<file path="config.mk">
export PLATFORM = sky130hd
export DESIGN_NAME = mem_access_unit
export DESIGN_NICKNAME = d
export VERILOG_FILES = /design/src/rtl/mem_access_unit.sv
export SDC_FILE = /design/constraint.sdc
export NUM_CORES = 1
export LEC_CHECK = 0
export ABC_AREA = 1
export CAP_MARGIN = 20
export CORE_MARGIN = 8
export CORE_UTILIZATION = 31
export CTS_CLUSTER_SIZE = 20
export DETAILED_ROUTE_END_ITERATION = 10
export PLACE_DENSITY = 0.57
export SETUP_SLACK_MARGIN = 0.1
export SLEW_MARGIN = 25
export SYNTH_ARGS = -nofsm -noshare
export SYNTH_HDL_FRONTEND = slang
export SYNTH_SLANG_ARGS = --single-unit
</file>
<file path="constraint.sdc">
create_clock -name CLK -period 5.15 [get_ports CLK]
set_clock_uncertainty 0.05 [all_clocks]
set_input_delay 1.03 -clock CLK [delete_from_list [all_inputs] [get_ports CLK]]
set_output_delay 1.03 -clock CLK [all_outputs]
set_load 0.1 [all_outputs]
</file>
<file path="src/rtl/mem_access_unit.sv">
// mem_access_unit: MEM-stage data-access controller; runs the dREN/dWEN/dhit handshake, stalls the pipeline and feeds the MEM/WB latch
// Ports: CLK, nRST (async active-low); ihit pipeline advance; ex_* EX/MEM latch fields;
//        dhit/dload from memory controller; dREN/dWEN/daddr/dstore request; mem_stall;
//        wb_regWEN/wb_wsel/wb_wdat/wb_halt to MEM/WB; last_latency of the last completed access.
module mem_access_unit #(
  parameter int LAT_W = 8
) (
  input  logic             CLK,
  input  logic             nRST,
  input  logic             ihit,
  input  logic             ex_valid,
  input  logic             ex_dREN,
  input  logic             ex_dWEN,
  input  logic [31:0]      ex_aluresult,
  input  logic [31:0]      ex_store,
  input  logic             ex_regWEN,
  input  logic [4:0]       ex_wsel,
  input  logic             ex_halt,
  input  logic             dhit,
  input  logic [31:0]      dload,
  output logic             dREN,
  output logic             dWEN,
  output logic [31:0]      daddr,
  output logic [31:0]      dstore,
  output logic             mem_stall,
  output logic             wb_regWEN,
  output logic [4:0]       wb_wsel,
  output logic [31:0]      wb_wdat,
  output logic             wb_halt,
  output logic [LAT_W-1:0] last_latency
);
  typedef enum logic [1:0] {IDLE, ACCESS, HOLD, HALTED} state_t;
  state_t           state;
  logic [31:0]      req_addr, req_store, cap_dat;
  logic [4:0]       req_wsel;
  logic             req_regwen, req_st;
  logic [LAT_W-1:0] cnt, cnt_n;
  logic             mem_op;
  assign mem_op = ex_valid & (ex_dREN | ex_dWEN);
  assign cnt_n  = &cnt ? cnt : cnt + LAT_W'(1);
  always_ff @(posedge CLK, negedge nRST) begin
    if (!nRST) begin
      state        <= IDLE;
      req_addr     <= '0;
      req_store    <= '0;
      cap_dat      <= '0;
      req_wsel     <= '0;
      req_regwen   <= 1'b0;
      req_st       <= 1'b0;
      cnt          <= '0;
      last_latency <= '0;
    end else begin
      case (state)
        IDLE:
          if (mem_op) begin
            req_addr   <= ex_aluresult;
            req_store  <= ex_store;
            req_wsel   <= ex_wsel;
            req_regwen <= ex_regWEN;
            req_st     <= ex_dWEN;
            cnt        <= '0;
            state      <= ACCESS;
          end else if (ex_valid & ex_halt & ihit) state <= HALTED;
        ACCESS: begin
          cnt <= cnt_n;
          if (dhit) begin
            if (!req_st) cap_dat <= dload;
            last_latency <= cnt_n;
            state        <= HOLD;
          end
        end
        HOLD: if (ihit) state <= IDLE;
        default: ;
      endcase
    end
  end
  assign dREN      = (state == ACCESS) & ~req_st;
  assign dWEN      = (state == ACCESS) & req_st;
  assign daddr     = req_addr;
  assign dstore    = req_store;
  assign mem_stall = (state == ACCESS) | ((state == IDLE) & mem_op);
  // a memory op waiting for acceptance must not write back its ALU result
  assign wb_regWEN = (state == IDLE) ? ex_regWEN & ex_valid & ~mem_op :
                     (state == HOLD) ? req_regwen & ~req_st : 1'b0;
  assign wb_wsel   = (state == IDLE) ? ex_wsel : req_wsel;
  assign wb_wdat   = (state == IDLE) ? ex_aluresult : req_st ? req_addr : cap_dat;
  assign wb_halt   = (state == IDLE) ? ex_halt & ex_valid : state == HALTED;
endmodule

</file>
After elaboration in Yosys (flattened, before gate mapping)
Index checks and enable logic that the tools add are counted.
- output and inout bits: 114
- word-level logic and storage cells: 53
- bits in registers: 121
- input bits: 110
- reduce and logical (&&, ||, !) cells: 9
- bitwise operators: 13
- muxes and demuxes: 14
- add/sub/neg operators: 1
- equal/unequal tests: 7
- operators with widths (operator ; count):
    $mux W32 ; 2
    $mux W8 ; 2
    $pmux W8 S2 ; 1
    $and A1 B1 Y1 ; 9
    $add A8 B1 Y8 const B ; 1
    $mux W2 ; 4
    $reduce_and A8 Y1 ; 1
    $ne A2 B2 Y1 const B ; 3
    $pmux W2 S3 ; 1
    $reduce_and A2 Y1 ; 3
    $mux W5 ; 1
    $eq A2 B2 Y1 const B ; 2
    $reduce_and A4 Y1 ; 1
    $mux W1 ; 3
    $ne A3 B3 Y1 const B ; 1
    $reduce_and A3 Y1 ; 1
    $reduce_bool A3 Y1 ; 1
    $eq A2 B1 Y1 const B ; 1
    $logic_not A2 Y1 ; 1
    $not A1 Y1 ; 2
    $or A1 B1 Y1 ; 2
    $reduce_bool A2 Y1 ; 1

Logic depth before layout (Yosys ltp)
- word-level depth: 5
- depth in mapped cells: 8

Worst setup path after synthesis
No wires, ideal clock.
- path type: reg-to-output
- start: register state[0]
- end: output port wb_wdat[22]
- data arrival time: 3267 ps
- data required time: 4070 ps
- cell stages (with the launch flop): 7
- path slack: 803 ps
- path through: dfrtp_1 > inv_1 > ha_1 > inv_1 > clkbuf_1 > o21ai_0 > o21ai_0
- word-level cells in the longest chain between the ends: 2
- ends and longest elaborated chain (what ; RTL line ; RTL):
    from (decl) ; 33 ; state_t state;
    from (signal assigned) ; 43 ; state <= IDLE;
    from (signal assigned) ; 62 ; state <= ACCESS;
    from (signal assigned) ; 63 ; end else if (ex_valid & ex_halt & ihit) state <= HALTED;
    $logic_not A2 Y1 ; 86 ; assign wb_wdat = (state == IDLE) ? ex_aluresult : req_st ? req_addr : cap_dat;
    $mux W32 ; 86 ;
    to (decl) ; 28 ; output logic [31:0] wb_wdat,
Every way passes these cells.

Final worst setup path
- start: register state[1]
- end: output port dREN
- word-level cells in the longest chain between the ends: 2
- ends and longest elaborated chain (what ; RTL line ; RTL):
    $eq A2 B1 Y1 ; 77 ; assign dREN = (state == ACCESS) & ~req_st;
    $and A1 B1 Y1 ; 77 ;
    to (decl) ; 21 ; output logic dREN,
Every way passes these cells.

==> flow_metrics.env <==
export IMPL_outcome="completed"
export IMPL_antenna_found_initial=0
export IMPL_area_growth_pct=51.78
export IMPL_route_antenna_remaining_nets=0
export IMPL_r2r_start="state[0]$_DFFE_PN0P_"
export IMPL_core_area_sq_mm=0.01790
export IMPL_relSlewSlack=0.3006
export IMPL_cts_buffers=17
export IMPL_crit_fanout=6
export IMPL_drive_gt1_frac=0.1399
export IMPL_top_layer_used="met4"
export IMPL_fin_crit_ns=3.832
export IMPL_yosys_cell_types_count=23
export IMPL_hpwlAfterDp_mm=12.94
export IMPL_path_common_cell="inv_1"
export IMPL_max_freq_mhz=261.0
export IMPL_postSynthCellCount=642
export IMPL_rows=49
export IMPL_cts_resized=0
export IMPL_antennaDiodeCount=0
export IMPL_vias_per_cell=4.555
export IMPL_wirelength_mm=18.88
export IMPL_yosys_warnings=0
export IMPL_maxCapViolations=0
export IMPL_fp_dieW_um=150.8
export IMPL_path_clk_slew_ns=0.06
export IMPL_tightest_slew_ns=1.046
export IMPL_avgRoutedWirePerCell_um=17.14
export IMPL_netlist_area_sq_mm=0.005635
export IMPL_cts_sinks=121
export IMPL_drc_errors=0
export IMPL_first_pass_iters=4
export IMPL_gr_total_overflow=0
export IMPL_filler_cell_count=1756
export IMPL_critPathLaunch="state[1]$_DFFE_PN0P_"
export IMPL_worstPathRequired_ns=4.07
export IMPL_cp_top_family="buffers and inverters"
export IMPL_arrival_ns=2.75
export IMPL_root_buffer="clkbuf_16"
export IMPL_setup_viol_count_final=0
export IMPL_crit_type="flip-flop to output port"
export IMPL_fin_setup_tns_ns=0
export IMPL_mostFrequentLayoutCell="nand2_1"
export IMPL_cp_cell_sequence="inv_1, ha_1, inv_1, nor2_1, clkdlybuf4s50_1"
export IMPL_start_util=0.3148
export IMPL_syn_avg_cell_area_sq_um=8.778
export IMPL_wl_met2_mm=8.888
export IMPL_worstSetupEndpointType="output port"
export IMPL_worst_path_stages=5
export IMPL_postCtsSetupRepairBufs=0
export IMPL_cp_buffers_inverters=3
export IMPL_worst_path_max_delay_cell="clkdlybuf4s50_1"
export IMPL_ys_seq_area_frac=0.5373
export IMPL_vias=5015
export IMPL_wl_met3_mm=1.462
export IMPL_hold_viol=0
export IMPL_reg2reg_depth=8
export IMPL_drt_iter0_drc=238
export IMPL_hold_class="flip-flop to flip-flop"
export IMPL_grt_pass1_vias=5338
export IMPL_min_from="dstore[19]$_DFFE_PN0P_"
export IMPL_synth_seq_cells=121
export IMPL_synth_nets=758
export IMPL_cp_start_kind="flip-flop"
export IMPL_cpPeakStageDelay_ns=1.18
export IMPL_htree_levels=4
export IMPL_drt_met1_wl_mm=8.221
export IMPL_clock_path_buffers=2
export IMPL_whs_path_depth=2
export IMPL_globalplace_congestion=0.7813
export IMPL_layout_common_cells="nand2_1, clkdlybuf4s50_1, dfrtp_1"
export IMPL_rsz0062_at_grt="no"
export IMPL_grt_pass1_wl_mm=29.94
export IMPL_port_buffers=223
export IMPL_boundaryPins=224
export IMPL_grt_max_degree=80
export IMPL_slew_violations=0
export IMPL_cts_hold_buf=0
export IMPL_die_h_um=150.8
export IMPL_clk_latency_ns=0.41
export IMPL_nets=975
export IMPL_cts_tree="built"
export IMPL_die_area_sq_mm=0.02275
export IMPL_fin_crit_sh=0.7440
export IMPL_grt_use_total=0.1698
==> cell families after synthesis <==
logic type / count (synthesis) / share of synthesized area
fa+ha+maj: 6 / 0.01332
flops: 121 / 0.5373
mux: 32 / 0.08392
simple gates: 307 / 0.2134
compound gates: 118 / 0.1055
buf+inv: 58 / 0.04662
==> path summary, 6_finish.rpt <==
path	endpoint	slack, ns
hold reg to reg	dstore[19]$_DFFE_PN0P_	0.43
setup reg to reg	dstore[14]$_DFFE_PN0P_	2.41
hold / removal	dstore[19]$_DFFE_PN0P_	0.43
max in group asynchronous	cap_dat[31]$_DFFE_PN0P_	3.41
min in group asynchronous	dstore[6]$_DFFE_PN0P_	0.68
setup / recovery	dREN	1.32
==> routing by layer <==
metal | track usage | vias to the layer above
met4 | 0.05443 | 0
li1 | - | 2506
met5 | 0 | -
met2 | 0.2708 | 133
met3 | 0.06454 | 20
met1 | 0.2081 | 2356
==> worst register-to-register path: stages, from the launching register on <==
cell,delay [ns]
dfrtp_1,0.43
inv_1,0.09
ha_2,0.19
buf_4,0.29
nand3_4,0.15
buf_4,0.68
inv_2,0.53
nand2_1,0.17
nand2_1,0.06
==> per-stage QoR <==
step / instance area, sq um / instances / worst slack (ns) / hold slack [ns] / util
global route: 8553 / 1101 / 1.122 / 0.4467 / 0.4778
detailed placement: 7954 / 1069 / 1.760 / 0.4137 / 0.4443
global placement: 7954 / 1069 / 1.712 / 0.4130 / 0.4443
floorplan: 5635 / 642 / 0.8032 / 0.3996 / -
CTS: 8553 / 1101 / 1.316 / 0.4318 / 0.4778
finish: 8553 / 1101 / 1.318 / 0.4268 / 0.4778
==> Yosys cell counts <==
| master | count | area, sq um |
|---|---|---|
| nand2_1 | 244 | 915.9 |
| dfrtp_1 | 121 | 3028 |
| o21ai_0 | 114 | 570.6 |
| nor2_1 | 40 | 150.1 |
| mux2_4 | 30 | 450.4 |
| inv_1 | 23 | 86.33 |
| nand3_1 | 16 | 80.08 |
| clkbuf_1 | 15 | 56.30 |
| buf_2 | 14 | 70.07 |
| ha_1 | 6 | 75.07 |
| buf_6 | 3 | 33.78 |
| inv_2 | 2 | 7.510 |
| mux2_2 | 2 | 22.52 |
| nand2_4 | 2 | 22.52 |
| o21ai_1 | 2 | 10.01 |
| a21oi_1 | 1 | 5.000 |
| a21oi_2 | 1 | 8.760 |
| clkinv_4 | 1 | 8.760 |
| nand2_2 | 1 | 6.260 |
| nand3_2 | 1 | 10.01 |
| nand4_1 | 1 | 6.260 |
| nor2_2 | 1 | 6.260 |
| nor3_1 | 1 | 5.000 |
==> state kept, by name, summed over array words and instances, names as in the netlist <==
register and flops:
cap_dat 32, daddr 32, dstore 32, cnt 8
last_latency 8, req_wsel 5, state 2, req_regwen 1
req_st 1
==> layout make-up <==
class	count	area, sq um	area share
Clock buffer	19	452.9	0.05295
Clock inverter	13	146.4	0.01712
Inverter	26	102.6	0.01200
Multi-Input combinational cell	463	2355	0.2753
Sequential cell	121	3028	0.3540
Tap cell	229	286.5	0.03350
Timing Repair Buffer	230	2182	0.2551
Power is not shown: default switching activity piles up to over one toggle a cycle in this logic, so the estimate is an artifact.
